`src/rtl/uart_rx_os_if.sv`:
```
// Received-byte handshake between the UART receiver and its consumer.
interface uart_rx_os_if #(
   parameter int DATA_BITS = 8
);
   logic [DATA_BITS-1:0] data_o;
   logic                 valid_o;
   logic                 ready_i;
   logic                 frm_err_o;

   modport master (output data_o, output valid_o, output frm_err_o, input ready_i);
   modport slave  (input data_o, input valid_o, input frm_err_o, output ready_i);
endinterface

```
`src/rtl/uart_rx_os.sv`:
```
// Oversampling UART receiver: 3-sample majority vote at each bit centre,
// bytes delivered over valid/ready with framing and sticky overrun flags.
module uart_rx_os #(
   parameter int DATA_BITS   = 8,
   parameter int OVERSAMPLE  = 16,
   parameter int SYNC_STAGES = 2
) (
   input  logic         clk_i,
   input  logic         rst_i,
   input  logic         clr_i,
   input  logic         brg_stb_i,
   input  logic         rx_i,
   uart_rx_os_if.master out_if,
   output logic         ovr_err_o,
   output logic         busy_o
);
   localparam int TW = $clog2(OVERSAMPLE);
   localparam int BW = $clog2(DATA_BITS);
   localparam logic [TW-1:0] T_LO   = TW'(OVERSAMPLE / 2 - 1);
   localparam logic [TW-1:0] T_MID  = TW'(OVERSAMPLE / 2);
   localparam logic [TW-1:0] T_HI   = TW'(OVERSAMPLE / 2 + 1);
   localparam logic [TW-1:0] T_LAST = TW'(OVERSAMPLE - 1);
   localparam logic [BW-1:0] B_LAST = BW'(DATA_BITS - 1);

   typedef enum logic [2:0] {S_IDLE, S_START, S_DATA, S_STOP, S_BREAK} state_t;

   state_t                 state_q, state_d;
   logic [SYNC_STAGES-1:0] sync_q, sync_d;
   logic [TW-1:0]          t_q, t_d;
   logic [BW-1:0]          bit_q, bit_d;
   logic [1:0]             smp_q, smp_d;
   logic [DATA_BITS-1:0]   sh_q, sh_d;
   logic [DATA_BITS-1:0]   data_q, data_d;
   logic                   valid_q, valid_d;
   logic                   frm_q, frm_d;
   logic                   ovr_q, ovr_d;
   logic                   busy_q, busy_d;
   logic                   rx_s, vote, done;

   assign rx_s = sync_q[SYNC_STAGES-1];
   // The third sample is the live synced value on the vote tick itself.
   assign vote = (smp_q[0] & smp_q[1]) | (smp_q[0] & rx_s) | (smp_q[1] & rx_s);

   always_comb begin
      sync_d  = {sync_q[SYNC_STAGES-2:0], rx_i};
      state_d = state_q;
      t_d     = t_q;
      bit_d   = bit_q;
      smp_d   = smp_q;
      sh_d    = sh_q;
      data_d  = data_q;
      valid_d = valid_q;
      frm_d   = frm_q;
      ovr_d   = ovr_q;
      done    = 1'b0;

      if (brg_stb_i) begin
         case (state_q)
            S_IDLE: begin
               if (!rx_s) begin
                  state_d = S_START;
                  t_d     = TW'(1);
               end
            end
            S_START, S_DATA, S_STOP: begin
               t_d = (t_q == T_LAST) ? '0 : t_q + 1'b1;
               if (t_q == T_LO)  smp_d[0] = rx_s;
               if (t_q == T_MID) smp_d[1] = rx_s;
               if (state_q == S_START) begin
                  if (t_q == T_HI && vote) begin
                     state_d = S_IDLE;
                  end else if (t_q == T_LAST) begin
                     state_d = S_DATA;
                     bit_d   = '0;
                  end
               end else if (state_q == S_DATA) begin
                  if (t_q == T_HI) sh_d = {vote, sh_q[DATA_BITS-1:1]};
                  if (t_q == T_LAST) begin
                     if (bit_q == B_LAST) state_d = S_STOP;
                     else                 bit_d   = bit_q + 1'b1;
                  end
               end else if (t_q == T_HI) begin
                  // Frame ends at the stop vote so an early next start is not missed.
                  done    = 1'b1;
                  state_d = vote ? S_IDLE : S_BREAK;
               end
            end
            S_BREAK: begin
               if (rx_s) state_d = S_IDLE;
            end
            default: state_d = S_IDLE;
         endcase
      end

      if (done) begin
         if (!valid_q || out_if.ready_i) begin
            data_d  = sh_q;
            frm_d   = ~vote;
            valid_d = 1'b1;
         end else begin
            ovr_d = 1'b1;
         end
      end else if (valid_q && out_if.ready_i) begin
         valid_d = 1'b0;
      end

      if (clr_i) begin
         state_d = S_IDLE;
         t_d     = '0;
         bit_d   = '0;
         smp_d   = '0;
         sh_d    = '0;
         data_d  = '0;
         valid_d = 1'b0;
         frm_d   = 1'b0;
         ovr_d   = 1'b0;
      end

      busy_d = (state_d != S_IDLE);
   end

   always_ff @(posedge clk_i or posedge rst_i) begin
      if (rst_i) begin
         sync_q  <= '1;
         state_q <= S_IDLE;
         t_q     <= '0;
         bit_q   <= '0;
         smp_q   <= '0;
         sh_q    <= '0;
         data_q  <= '0;
         valid_q <= 1'b0;
         frm_q   <= 1'b0;
         ovr_q   <= 1'b0;
         busy_q  <= 1'b0;
      end else begin
         sync_q  <= sync_d;
         state_q <= state_d;
         t_q     <= t_d;
         bit_q   <= bit_d;
         smp_q   <= smp_d;
         sh_q    <= sh_d;
         data_q  <= data_d;
         valid_q <= valid_d;
         frm_q   <= frm_d;
         ovr_q   <= ovr_d;
         busy_q  <= busy_d;
      end
   end

   assign out_if.data_o    = data_q;
   assign out_if.valid_o   = valid_q;
   assign out_if.frm_err_o = frm_q;
   assign ovr_err_o        = ovr_q;
   assign busy_o           = busy_q;
endmodule

```
`src/flat_wrapper.sv`:
```
// flat-port wrapper written by rule: the top's interface ports become plain ports
module uart_rx_os_flat 
#(
   parameter int DATA_BITS   = 8,
   parameter int OVERSAMPLE  = 16,
   parameter int SYNC_STAGES = 2
)
  (clk_i, rst_i, clr_i, brg_stb_i, rx_i, ovr_err_o, busy_o, out_if_data_o, out_if_valid_o, out_if_frm_err_o, out_if_ready_i);
  uart_rx_os_if #(.DATA_BITS(DATA_BITS)) out_if_i ();
  input  logic clk_i;
  input  logic rst_i;
  input  logic clr_i;
  input  logic brg_stb_i;
  input  logic rx_i;
  output logic ovr_err_o;
  output logic busy_o;
  output wire logic [$bits(out_if_i.data_o)-1:0] out_if_data_o;
  output wire logic [$bits(out_if_i.valid_o)-1:0] out_if_valid_o;
  output wire logic [$bits(out_if_i.frm_err_o)-1:0] out_if_frm_err_o;
  input wire logic [$bits(out_if_i.ready_i)-1:0] out_if_ready_i;
  assign out_if_data_o = out_if_i.data_o;
  assign out_if_valid_o = out_if_i.valid_o;
  assign out_if_frm_err_o = out_if_i.frm_err_o;
  assign out_if_i.ready_i = out_if_ready_i;
  uart_rx_os #(.DATA_BITS(DATA_BITS), .OVERSAMPLE(OVERSAMPLE), .SYNC_STAGES(SYNC_STAGES)) u_core (.clk_i(clk_i), .rst_i(rst_i), .clr_i(clr_i), .brg_stb_i(brg_stb_i), .rx_i(rx_i), .out_if(out_if_i), .ovr_err_o(ovr_err_o), .busy_o(busy_o));
endmodule
```
`config.mk`:
```
export PLATFORM = sky130hd
export DESIGN_NAME = uart_rx_os_flat
export DESIGN_NICKNAME = d
export VERILOG_FILES = /design/src/rtl/uart_rx_os_if.sv /design/src/rtl/uart_rx_os.sv /design/src/flat_wrapper.sv
export SDC_FILE = /design/constraint.sdc
export NUM_CORES = 1
export LEC_CHECK = 0
export BUFFER_PORTS_ARGS = -buffer_cell sky130_fd_sc_hd__buf_2
export CAP_MARGIN = 20
export CORE_ASPECT_RATIO = 1.25
export CORE_MARGIN = 2
export CORE_UTILIZATION = 30
export CTS_CLUSTER_SIZE = 30
export DETAILED_ROUTE_END_ITERATION = 10
export PLACE_DENSITY = 0.48
export SLEW_MARGIN = 20
export SYNTH_ARGS = -nofsm -noshare
export SYNTH_HDL_FRONTEND = slang
export SYNTH_SLANG_ARGS = --single-unit
```
`constraint.sdc`:
```
create_clock -name clk_i -period 4.5 [get_ports clk_i]
set_clock_uncertainty 0.15 [all_clocks]
set_input_delay 0.675 -clock clk_i [delete_from_list [all_inputs] [get_ports clk_i]]
set_output_delay 0.675 -clock clk_i [all_outputs]
set_load 0.02 [all_outputs]
```
-- Yosys cells after proc, flatten, opt, wreduce, memory -nomap -nowiden
Cells that the tools add are included.
- reductions and logical operators: 27
- eq/ne operators: 15
- mux-type cells: 56
- add/sub/neg operators: 2
- bitwise logic cells: 6
- operator list (operator ; number):
    $mux 8 ; 9
    $mux 3 ; 21
    $reduce_bool 2->1 ; 9
    $mux 1 ; 17
    $mux 4 ; 4
    $eq 4x4->1 const B ; 3
    $reduce_bool 3->1 ; 4
    $ne 3x3->1 const B ; 3
    $pmux 3 s3 ; 1
    $reduce_and 3->1 ; 3
    $pmux 4 s2 ; 1
    $eq 3x2->1 const B ; 2
    $eq 3x3->1 const B ; 2
    $mux 2 ; 3
    $reduce_and 2->1 ; 3
    $reduce_and 6->1 ; 1
    $reduce_and 5->1 ; 1
    $add 4x1->4 const B ; 1
    $eq 4x3->1 const B ; 1
    $ne 2x2->1 const B ; 2
    $add 3x1->3 const B ; 1
    $and 1x1->1 ; 3
    $eq 3x1->1 const B ; 1
    $logic_not 3->1 ; 1
    other kinds (7) ; 9
- input bits: 6
- register bits after elaboration: 34
- word-level logic and storage cells: 118
- output and inout port bits: 12

-- Longest topological paths before layout
- depth in word-level cells: 11
- depth in mapped cells: 7
- mapped depth without buffers: 6

-- Worst setup path after synthesis
No wires, ideal clock.
- path kind: input port to flip-flop
- start point: in brg_stb_i
- end point: reg u_core.busy_q (netlist: u_core.busy_o)
- library setup time: 0.139 ns
- data required time: 4.211 ns
- buffers on the path: 1
- stages: 5
- slack: 2.552 ns
- data arrival time: 1.659 ns
- cells stage by stage: nor2b_1 -> buf_2 -> a32oi_1 -> nor2_1 -> or4_1
- word-level cells in the longest chain between the ends: 3
- RTL lines (item ; line ; RTL):
    start: declaration ; flat_wrapper.sv:13 ; input logic brg_stb_i;
    $mux 3 ; uart_rx_os.sv:57 ; if (brg_stb_i) begin
    $mux 3 ; uart_rx_os.sv:107 ; if (clr_i) begin
    $reduce_bool 3->1 ; uart_rx_os.sv:119 ; busy_d = (state_d != S_IDLE);
    named net u_core.busy_d ; uart_rx_os.sv:37 ; logic busy_q, busy_d;
    end signal: assignment ; uart_rx_os.sv:146 ; busy_q <= busy_d;
    end: declaration ; uart_rx_os.sv:37 ;
The timed path passes the listed nets, and every way through them passes these cells.
A chain may end at the register's enable or synchronous reset.

-- Worst setup path after layout
- start point: reg u_core.t_q[1]
- end point: reg u_core.data_q[5] (netlist: u_core.out_if.data_o[5])
- word-level cells in the longest chain between the ends: 8
- RTL lines (item ; line ; RTL):
    start: declaration ; uart_rx_os.sv:29 ; logic [TW-1:0] t_q, t_d;
    start signal: assignment ; uart_rx_os.sv:138 ; t_q <= t_d;
    $eq 4x4->1 ; uart_rx_os.sv:82 ; end else if (t_q == T_HI) begin
    $mux 1 ; uart_rx_os.sv:82 ;
    $mux 1 ; uart_rx_os.sv:76 ; end else if (state_q == S_DATA) begin
    $mux 1 ; uart_rx_os.sv:69 ; if (state_q == S_START) begin
    $mux 1 ; uart_rx_os.sv:58 ; case (state_q)
    $mux 1 ; uart_rx_os.sv:57 ;
    $reduce_bool 2->1 (no line) ; n/a ;
    $reduce_and 2->1 (no line) ; n/a ;
    end signal: assignment ; uart_rx_os.sv:142 ; data_q <= data_d;
    end: declaration ; uart_rx_os.sv:33 ; logic [DATA_BITS-1:0] data_q, data_d;
No other way between the ends.

==> reports/qor.json <==
{
  "status": "finished, final reports clean",
  "syn_area_per_cell_sq_um": 10.88,
  "grt_antenna_before_repair": 0,
  "grt_pass1_wl_microns": 6175,
  "timing.max_cap.violations": 0,
  "core-area_sq_um": 5480,
  "maxClockFrequency_ghz": 0.4046,
  "place_area_sq_um": 1812,
  "die_x_microns": 71.49,
  "drt-wirelength-per-cell_microns": 14.61,
  "buffer_ports.inserted": 17,
  "final_net_count": 184,
  "cts-hold-fix-buffers": 0,
  "worst_max_slew_pin_slew_ns": 0.8019,
  "netlist_area_sq_um": 1708,
  "remaining_drc_errors": 0,
  "hpwlAfterDp_microns": 2369,
  "detail-route-antenna-nets": 0,
  "clock_path_buffers": 2,
  "netlist_instances": 157,
  "worstSkewPairLatency_ns": 0.28,
  "layoutNonFillerInstCount": 238,
  "layout_min_cycle_time_ns": 2.471,
  "globalplace.congestion": 0.8509,
  "number_of_h_tree_levels": 2,
  "synth_edf_count": 0,
  "drt_first_iter_violations": 85,
  "power.share.combinational_pct": 7.1,
  "tritoncts_clock_tree": "done",
  "pwr_density_cell_nw_per_um2": 309.2,
  "routed-via-count": 1242,
  "post_cts.repair.setup_buffers": 0,
  "power.internal_uw": 449.0,
  "finalHoldViolations": 0,
  "worstReg2RegEnd": "u_core.out_if.data_o[5]$_DFFE_PP0P_",
  "wl_microns": 3476,
  "path_class": "flop to flop",
  "terminating_pin_of_the_worst_hold_path": "u_core.sync_q[1]$_DFF_PP1_",
  "tritoncts.num_buffers": 5,
  "drt_pass1_iterations": 4,
  "crit_required_ns": 4.50,
  "first_global_vias": 1257,
  "setup_viol": 0,
  "antenna-diode-count": 0,
  "reg2reg_slack_ns": 2.03,
  "power.switching_uw": 139.5,
  "pin_count": 18,
  "start_util_pct": 31.16,
  "number_of_synthesized_register_bits": 34,
  "cp.arrival_ns": 2.47,
  "groute.layer.met3.usage_pct": 3.645,
  "power.clock.fraction_pct": 38.8,
  "maxSlewHeadroom_pct": 46.13,
  "ys.flop_type": "dfrtp_1",
  "crit-reg2reg-launch": "u_core.t_q[1]$_DFFE_PP0P_",
  "max-vdd-ir-drop_mv": 0.1598,
  "post_cts_resized": 0,
  "hold_path.startpoint": "u_core.sync_q[0]$_DFF_PP1_",
  "tritoncts_num_sinks": 34,
  "critPathLaunchType": "flop",
  "p_sw_share_pct": 23.71,
  "floorplan.die_area_sq_um": 6316,
  "cts.reportedPaths.clkPinSlew_ns": 0.07,
  "yosys_warnings": 0,
  "static_leak_uw": 0.0009508,
  "worst-path-max-fanout": 6,
  "post-place-cells": 230,
  "most_congested_layer_reported_by_global_routing": "met2",
  "synth_nets": 168,
  "row_count": 30,
  "seqPwrFrac_pct": 54.1,
  "grt_use_total_pct": 12.64,
  "synth_cell_type_count": 44,
  "ys_seq_area_share_pct": 49.96,
  "post_route_cells_drive_above_1_share_pct": 22.41,
  "hold-path-cell-count": 0,
  "grt.met1_usage_pct": 16.56,
  "ff2ff_path_depth": 7,
  "cp-end-kind": "flop",
  "root_buffer": "clkbuf_8",
  "drt-vias-per-instance": 5.218,
  "fin_setup_tns_ns": 0,
  "period_share_pct": 54.92,
  "holdCritPathClass": "flop to flop",
  "grt_start_max_net_pins": 35,
  "finalMaxSlewViolations": 0,
  "area.growth.synth_to_final_pct": 11.43,
  "grt_use_met2_pct": 19.02,
  "layout.cell_area.non_filler_sq_um": 1903,
  "die_height_microns": 88.36,
  "grt_setup_unrepaired": "false",
  "globalRoute.totalOverflow": 0,
  "ys_async_sr_fraction_pct": 100.0
}
==> logic make-up (layout without fill, tap and decap cells) <==
family | count (synthesis) | count (layout) | synth area share [%]
AND/OR/NAND/NOR | 59 | 59 | 18.83
flip-flops | 34 | 34 | 49.96
multiplexers | 21 | 21 | 12.38
AO/OA/AOI/OAI | 20 | 20 | 8.498
buffers and inverters | 17 | 34 | 6.007
adder cells (fa/ha/maj) | 6 | 6 | 4.322
==> critical path, stage by stage, from the launching register on <==
cell and delay (ns):
dfrtp_1 0.42, inv_1 0.10, ha_1 0.22, nand4b_1 0.20, nor3_1 0.71, buf_4 0.29, mux2i_1 0.20, nor2_1 0.06
==> metal layers <==
| layer | up-vias | routed length [microns] |
|---|---|---|
| met3 | 9 | 149 |
| met5 | - | 0 |
| met4 | 0 | 80 |
| met2 | 32 | 1621 |
| li1 | 585 | - |
| met1 | 616 | 1625 |
==> worst max-delay path by stage <==
| stage | startpoint | to | slack (ns) | cells past startpoint |
|---|---|---|---|---|
| 2_1_floorplan | brg_stb_i | u_core.busy_o$_DFF_PP0_ | 2.55 | 5 |
| 3_3_place_gp | brg_stb_i | u_core.out_if.data_o[6]$_DFFE_PP0P_ | 2.08 | 6 |
| 3_5_place_dp | u_core.t_q[1]$_DFFE_PP0P_ | u_core.out_if.data_o[5]$_DFFE_PP0P_ | 2.02 | 7 |
| 4_1_cts | u_core.t_q[1]$_DFFE_PP0P_ | u_core.out_if.data_o[5]$_DFFE_PP0P_ | 1.98 | 7 |
| 5_1_grt | u_core.t_q[1]$_DFFE_PP0P_ | u_core.out_if.data_o[4]$_DFFE_PP0P_ | 1.79 | 7 |
| 6_report | u_core.t_q[1]$_DFFE_PP0P_ | u_core.out_if.data_o[5]$_DFFE_PP0P_ | 2.03 | 7 |
==> cells in the mapped netlist, types with 2 or more instances <==
library cell  instances  area, sq um
ha_1                  5        62.56
or2_2                 3        18.77
a22o_1                2        17.52
or4_1                 2        15.01
clkbuf_1              2        7.510
a31oi_1               2        12.51
nand4_1               3        18.77
a211oi_1              2        15.01
nor2b_1               4        25.02
nor3_1                2        10.01
o21ai_0               3        15.01
mux2i_1              20        200.2
dfrtp_1              32        800.8
buf_4                 2        15.01
inv_1                 7        26.28
a21oi_1               4        20.02
buf_2                 2        10.01
nand2_1               5        18.77
nand3_1               2        10.01
nor2_1               27        101.4
dfstp_2               2        52.55
clkbuf_8              2        27.53
==> power groups by stage <==
stage | registers, uW | logic (uW) | clock network, uW
after global placement | 324 | 42.3 | 0
final | 318 | 41.9 | 228
after CTS | 318 | 42.6 | 241
after floorplan | 321 | 33.8 | 0
after detailed placement | 324 | 42.4 | 0
after global routing | 319 | 48.6 | 257
==> state kept, by name, summed over array words and instances, names as in the netlist <==
signal / count
u_core.state_q: 3
u_core.out_if.frm_err_o: 1
u_core.out_if.data_o: 8
u_core.ovr_err_o: 1
u_core.sh_q: 8
u_core.sync_q: 2
u_core.out_if.valid_o: 1
u_core.smp_q: 2
u_core.bit_q: 3
u_core.t_q: 4
u_core.busy_o: 1
==> stage by stage <==
stage	utilization (%)	setup WS (ns)	hold slack, ns	total power (uW)
3_5_place_dp	33.06	2.025	0.1969	366.3
6_report	34.73	2.029	0.2045	588.5
2_1_floorplan	-	2.552	0.1952	355.3
5_1_grt	34.73	1.794	0.2100	624.8
4_1_cts	34.73	1.983	0.2079	601.8
3_3_place_gp	33.06	2.083	0.1955	366.1
==> layout make-up <==
type | instances | area, sq um
clock buffer | 7 | 86.33
clock inverter | 1 | 5.005
fill | 561 | 3577
inverter | 7 | 26.28
multi-input combinational | 106 | 752.0
sequential | 34 | 853.3
tap | 64 | 80.08
timing repair buffer | 19 | 100.1
==> cells in the final DEF (no fill, tap or decap), types with 2 or more instances in the layout <==
cell	instances
or2_2	3
a211oi_1	2
a31oi_1	2
o21ai_0	3
nor2b_1	4
clkbuf_8	6
ha_1	5
or4_1	2
nand3_1	2
buf_2	17
nand4_1	3
nor2_1	27
mux2i_1	20
dfstp_2	2
nand2_1	5
inv_1	7
dfrtp_1	32
a21oi_1	4
a22o_1	2
buf_4	2
nor3_1	2
No activity file was read; power rests on OpenSTA's default activity.
